[src/rtl/sdram_arf_sched_pkg.sv]
// Shared constants for the SDRAM auto-refresh scheduler: command encodings,
// default timing, FSM state type and the burst-length helper.
package sdram_arf_sched_pkg;

  // {CS_n, RAS_n, CAS_n, WE_n}
  localparam logic [3:0] CMD_NOP = 4'b0111;
  localparam logic [3:0] CMD_PRE = 4'b0010;
  localparam logic [3:0] CMD_ARF = 4'b0001;

  localparam int DEF_REF_PERIOD = 780;
  localparam int DEF_T_RP       = 2;
  localparam int DEF_T_RFC      = 7;
  localparam int DEF_PRE_EN     = 1;
  localparam int DEF_REF_BURST  = 4;
  localparam int DEF_MAX_PEND   = 8;
  localparam int DEF_URGENT_TH  = 6;
  localparam int DEF_ADDR_W     = 12;
  localparam int DEF_BANK_W     = 2;

  localparam int A10_BIT = 10;

  typedef enum logic [2:0] {
    ST_IDLE,
    ST_PRE,
    ST_WRP,
    ST_ARF,
    ST_WRFC,
    ST_DONE
  } state_t;

  // Number of refreshes to issue for one grant.
  function automatic logic [3:0] burst_len(input logic [3:0] pend, input logic [3:0] limit);
    return (pend < limit) ? pend : limit;
  endfunction

endpackage

[src/rtl/sdram_arf_sched_ref_timer.sv]
// Refresh interval timer plus the owed-refresh counter with saturation and
// sticky overflow flag.
module sdram_arf_sched_ref_timer #(
  parameter int REF_PERIOD = 780,
  parameter int MAX_PEND   = 8
) (
  input  logic       clk,
  input  logic       rst,
  input  logic       init_done,
  input  logic       arf_issued,
  output logic [3:0] pend_cnt,
  output logic       pend_ovf
);

  localparam int TW = $clog2(REF_PERIOD + 1);

  logic [TW-1:0] timer;
  logic          tick;

  assign tick = init_done && (timer == TW'(REF_PERIOD));

  // NOTE: all state here is sequential, so every assignment is non-blocking;
  // mixing in blocking assignments would create simulation/synthesis races.
  always_ff @(posedge clk) begin
    if (rst) begin
      timer    <= '0;
      pend_cnt <= '0;
      pend_ovf <= 1'b0;
    end else begin
      if (!init_done)
        timer <= '0;
      else if (tick)
        timer <= TW'(1);
      else
        timer <= timer + 1'b1;

      // A tick and an issued refresh in the same cycle cancel out.
      if (tick && !arf_issued) begin
        if (pend_cnt == 4'(MAX_PEND))
          pend_ovf <= 1'b1;
        else
          pend_cnt <= pend_cnt + 1'b1;
      end else if (arf_issued && !tick && pend_cnt != '0) begin
        pend_cnt <= pend_cnt - 1'b1;
      end
    end
  end

endmodule

[src/rtl/sdram_arf_sched.sv]
// Auto-refresh scheduler top: requests the bus, then issues an optional
// PRECHARGE-ALL followed by a burst of AUTO-REFRESH commands.
module sdram_arf_sched
  import sdram_arf_sched_pkg::*;
#(
  parameter int REF_PERIOD = DEF_REF_PERIOD,
  parameter int T_RP       = DEF_T_RP,
  parameter int T_RFC      = DEF_T_RFC,
  parameter int PRE_EN     = DEF_PRE_EN,
  parameter int REF_BURST  = DEF_REF_BURST,
  parameter int MAX_PEND   = DEF_MAX_PEND,
  parameter int URGENT_TH  = DEF_URGENT_TH,
  parameter int ADDR_W     = DEF_ADDR_W,
  parameter int BANK_W     = DEF_BANK_W
) (
  input  logic              Sys_clk,
  input  logic              Rst,
  input  logic              Init_done,
  output logic              Arf_req,
  output logic              Arf_urgent,
  input  logic              Arf_access,
  output logic              Arf_busy,
  output logic [3:0]        Command_ref,
  output logic [ADDR_W-1:0] Arf_a_addr,
  output logic [BANK_W-1:0] Arf_bank_addr,
  output logic              Ref_done,
  output logic [3:0]        Pend_cnt,
  output logic              Pend_ovf
);

  state_t     state;
  logic [7:0] wait_cnt;
  logic [3:0] issued;
  logic [3:0] burst_n;
  logic       grant;

  sdram_arf_sched_ref_timer #(
    .REF_PERIOD (REF_PERIOD),
    .MAX_PEND   (MAX_PEND)
  ) u_timer (
    .clk        (Sys_clk),
    .rst        (Rst),
    .init_done  (Init_done),
    .arf_issued (state == ST_ARF),
    .pend_cnt   (Pend_cnt),
    .pend_ovf   (Pend_ovf)
  );

  assign Arf_req       = (state == ST_IDLE) && (Pend_cnt != '0) && Init_done;
  assign Arf_urgent    = (Pend_cnt >= 4'(URGENT_TH));
  assign grant         = Arf_access && Arf_req;
  assign Arf_busy      = grant || (state != ST_IDLE);
  assign Arf_bank_addr = '0;

  always_ff @(posedge Sys_clk) begin
    if (Rst) begin
      state       <= ST_IDLE;
      wait_cnt    <= '0;
      issued      <= '0;
      burst_n     <= '0;
      Command_ref <= CMD_NOP;
      Arf_a_addr  <= '0;
      Ref_done    <= 1'b0;
    end else begin
      // Command/address are registered and fall back to NOP/0 unless the
      // next state is PRE or ARF.
      Command_ref <= CMD_NOP;
      Arf_a_addr  <= '0;
      Ref_done    <= 1'b0;
      unique case (state)
        ST_IDLE: begin
          if (grant) begin
            burst_n <= burst_len(Pend_cnt, 4'(REF_BURST));
            issued  <= '0;
            if (PRE_EN != 0) begin
              state                <= ST_PRE;
              Command_ref          <= CMD_PRE;
              Arf_a_addr[A10_BIT]  <= 1'b1;
            end else begin
              state       <= ST_ARF;
              Command_ref <= CMD_ARF;
            end
          end
        end
        ST_PRE: begin
          state    <= ST_WRP;
          wait_cnt <= 8'(T_RP - 1);
        end
        ST_WRP: begin
          if (wait_cnt == '0) begin
            state       <= ST_ARF;
            Command_ref <= CMD_ARF;
          end else begin
            wait_cnt <= wait_cnt - 1'b1;
          end
        end
        ST_ARF: begin
          issued   <= issued + 1'b1;
          state    <= ST_WRFC;
          wait_cnt <= 8'(T_RFC - 1);
        end
        ST_WRFC: begin
          if (wait_cnt == '0) begin
            if (issued < burst_n) begin
              state       <= ST_ARF;
              Command_ref <= CMD_ARF;
            end else begin
              state    <= ST_DONE;
              Ref_done <= 1'b1;
            end
          end else begin
            wait_cnt <= wait_cnt - 1'b1;
          end
        end
        ST_DONE: state <= ST_IDLE;
        default: state <= ST_IDLE;
      endcase
    end
  end

endmodule

[config.mk]
export PLATFORM = sky130hd
export DESIGN_NAME = sdram_arf_sched
export DESIGN_NICKNAME = d
export VERILOG_FILES = /design/src/rtl/sdram_arf_sched_pkg.sv /design/src/rtl/sdram_arf_sched_ref_timer.sv /design/src/rtl/sdram_arf_sched.sv
export SDC_FILE = /design/constraint.sdc
export NUM_CORES = 1
export LEC_CHECK = 0
export ABC_AREA = 1
export CORE_ASPECT_RATIO = 0.7
export CORE_UTILIZATION = 30
export DETAILED_ROUTE_END_ITERATION = 8
export GPL_TIMING_DRIVEN = 0
export PLACE_DENSITY = 0.63
export SLEW_MARGIN = 30
export SYNTH_ARGS = -nofsm -noshare
export SYNTH_HDL_FRONTEND = slang
export SYNTH_HIERARCHICAL = 1
export SYNTH_SLANG_ARGS = --single-unit
[constraint.sdc]
create_clock -name Sys_clk -period 2.1 [get_ports Sys_clk]
set_clock_uncertainty 0.1 [all_clocks]
set_input_delay 0.42 -clock Sys_clk [delete_from_list [all_inputs] [get_ports Sys_clk]]
set_output_delay 0.42 -clock Sys_clk [all_outputs]
set_load 0.02 [all_outputs]
==> impl_results.md <==
* Area delta synth->final at 24.3%
* MaxCap Viol Count at 0
* Final Util at 0.386
* Largest net degree at the start of global routing at 13
* Startpoint types: flip-flop
* Worst-Skew Late Latency at about 0.30 ns
* Commonest non-fill, non-tap cell in the layout: nand2_1
* Boundary pin count at 31
* Cell breakdown of the critical path: inv_2, ha_4, nand3_2, or4_4, ha_4, nand2_2, nand2_1, nor2_2, inv_1, nand2_1, nand2_1, inv_2, nand3_2, nand2_1, nor2_1
* Clock slew at reported path FFs at about 0.080 ns
* Worst-path maximum fanout at 3
* R2r setup slk at -0.20 ns
* Place WS at -0.704 ns
* Pre-Repair DR Iteration Count at 4
* Placer Congestion at about 0.85
* Worst path slowest cell: or4_4
* Period utilisation layout at 1.10
* Most frequent cells in the layout: nand2_1 (58), inv_1 (46), nor2_1 (40)
* Hold_sp: u_timer/timer[0]$_SDFF_PP0_
* Vias per inst at 4.31
* HP Class: flip-flop to flip-flop
* Fillers at about 780
* Lkg Pwr at around 0.0012 uW
* Most frequent CP cell: nand2_1
* WHS at approximately 0.35 ns
* Port bufs at 16
* Tot Pwr at about 1500 uW
* Post-DP HPWL at around 3600 microns
* Starting density of the core at 0.311
* RR Startpoint: u_timer/timer[1]$_SDFF_PP0_
* Slew HR at 0.637
* Cell variety after synth at 33
* Hold Path End: u_timer/timer[0]$_SDFF_PP0_
* Worst setup path class: flip-flop to flip-flop
* FMAX at around 430 MHz
* Fraction of layout cells with a size suffix above 1 at 0.216
* Crit. End Element: flip-flop
* Reg2reg end: u_timer/pend_cnt[3]$_SDFFE_PP0P_
* Status: complete, but fails checks
* Root buffer cell: clkbuf_8
* Post-synthesis sequential area ratio at 0.345
* Setup ws final at -0.203 ns
* Num CTS Buffers at 5
* Yosys reg bits at 39
* Die width at 106 microns
* FF-to-FF path depth at 15
* Slowest stage delay, CP at between 0.5 and 0.6 ns
* CTS sink cnt at 39
* Mean Syn Cell Area at 7.05 sq um
* CP required at between 2 and 2.5 ns
* Antenna violations before repair at 0
* Antenna viol nets, final at 0
* Worst-margin pin slew at 0.545 ns
* Vias in the first global route at roughly 1800
* DRC at 0
* Post-synthesis cell count at approximately 320
* Buffers & Inverters on Critical Path at 3
* Diodes inserted at 0
* Core area at 7290 sq um
* Initial DRC Count at 79
* DR WL/cell at 10.3 microns
* # setup viols final at 3
* Global-route wire length before repair at 8180 microns
* Clk buf depth at 2
* Failing checks: setup timing
* GR Util All Layers at 0.130
* Worst VDD drop at about 0.31 mV
* Clock period minus worst slack at roughly 2.3 ns
* Family with the most delay on the worst path: simple AND/OR/NAND/NOR gates
* Fin nets at 375
* Hold Path Depth at 1
* RSZ-0062 raised after global routing: true
* Row count at 26
* Mapped cell area at ~2300 sq um
* Total Wirelength at approximately 4700 microns
* Final Hold Fails at 0
* CTS tree: done
* Final Max Tran Viols at 0
* Gr ovfl total at 0
* Die Height at ~75 microns
* H-tree levels at 2
* CTS Hold Buffers Added at 0
* DR vias at about 2000
* Die area at slightly below 8000 sq um
* Synth warnings at 6
* PD cells at between 500 and 600 nW/um^2
* Critical Path AT at between 2 and 2.5 ns
-- area by class of cell --
type	count	area, sq um	area share
Multi-Input combinational cell	227	1300	0.463
Sequential cell	39	791	0.281
Inverter	53	199	0.0707
Timing Repair Buffer	19	171	0.0609
Tap cell	98	123	0.0436
Buffer	15	109	0.0387
Clock buffer	6	82.6	0.0294
Clock inverter	2	35.0	0.0125
-- report_power, final --
group | total, uW | leakage, uW | switching (uW) | internal (uW)
Combinational | 82.4 | 0.000864 | 50.8 | 31.7
Sequential | 742 | 0.000318 | 1.59 | 741
Clock | 660 | 0.0000612 | 276 | 385
Total | 1490 | 0.00124 | 328 | 1160
-- worst max-delay path by stage --
stage | from | to | cells past startpoint
3_3_place_gp | Init_done | u_timer/pend_cnt[3]$_SDFFE_PP0P_ | 12
4_1_cts | u_timer/timer[0]$_SDFF_PP0_ | u_timer/pend_cnt[3]$_SDFFE_PP0P_ | 14
2_1_floorplan | u_timer/timer[0]$_SDFF_PP0_ | u_timer/pend_cnt[3]$_SDFFE_PP0P_ | 13
6_report | u_timer/timer[1]$_SDFF_PP0_ | u_timer/pend_cnt[3]$_SDFFE_PP0P_ | 15
3_5_place_dp | Init_done | u_timer/pend_cnt[3]$_SDFFE_PP0P_ | 13
5_1_grt | u_timer/timer[1]$_SDFF_PP0_ | u_timer/pend_cnt[3]$_SDFFE_PP0P_ | 14
-- registers in the layout, summed over array words and instances (netlist names) --
signal and count:
u_timer/timer 10, wait_cnt 8, burst_n 4, issued 4, u_timer/pend_cnt 4, Command_ref 3, state 3, Arf_a_addr 1
Ref_done 1, u_timer/pend_ovf 1
-- cells in the mapped netlist (all sizes together) --
master   n  area (sq um)
inv     53           199
conb     1          3.75
nor3b    2          15.0
or4      1          7.51
ha      10           125
nand3   20           105
a21oi   24           131
nor2b    1          13.8
nor3     4          25.0
buf     14           105
nor2    52           238
o21a     1          7.51
a31oi    2          12.5
nand4    7          65.1
clkbuf   1          3.75
nand2   69           287
and3     1          6.26
fa       1          20.0
xor2     4          35.0
o21ai   12          60.1
xnor2    2          17.5
dfxtp   39           781
-- per-stage QoR --
| stage | std cells | area (sq um) | TNS, ns |
|---|---|---|---|
| floorplan | 334 | 2350 | 0 |
| detailed placement | 448 | 2630 | -2.34 |
| finish | 459 | 2810 | -0.327 |
| global route | 459 | 2810 | -0.692 |
| CTS | 456 | 2760 | -0.172 |
| global placement | 448 | 2630 | -2.21 |
-- metal layers --
layer / share of wire / GRT usage
met1: 0.51 / 0.168
met2: 0.45 / 0.224
met3: 0.032 / 0.0294
met4: 0.0072 / 0.0309
met5: 0 / 0
-- kinds of logic (layout without fill, tap and decap cells) --
kind of cell | count (synthesis) | after routing | synth area share
fa+ha+maj | 11 | 11 | 0.0641
other cells | 1 | 14 | 0.00166
buf+inv | 68 | 95 | 0.136
compound gates | 39 | 39 | 0.0934
flops | 39 | 39 | 0.345
simple gates | 157 | 157 | 0.337
xor+xnor | 6 | 6 | 0.0232
-- repair_timing --
action | 4_1_cts | 5_1_grt
pin swaps | 0 | 10
endpoints found under the setup margin | 6 | 6
buffers inserted | 0 | 3
resized for setup | 10 | 19
(Power assumes the default switching activity.)
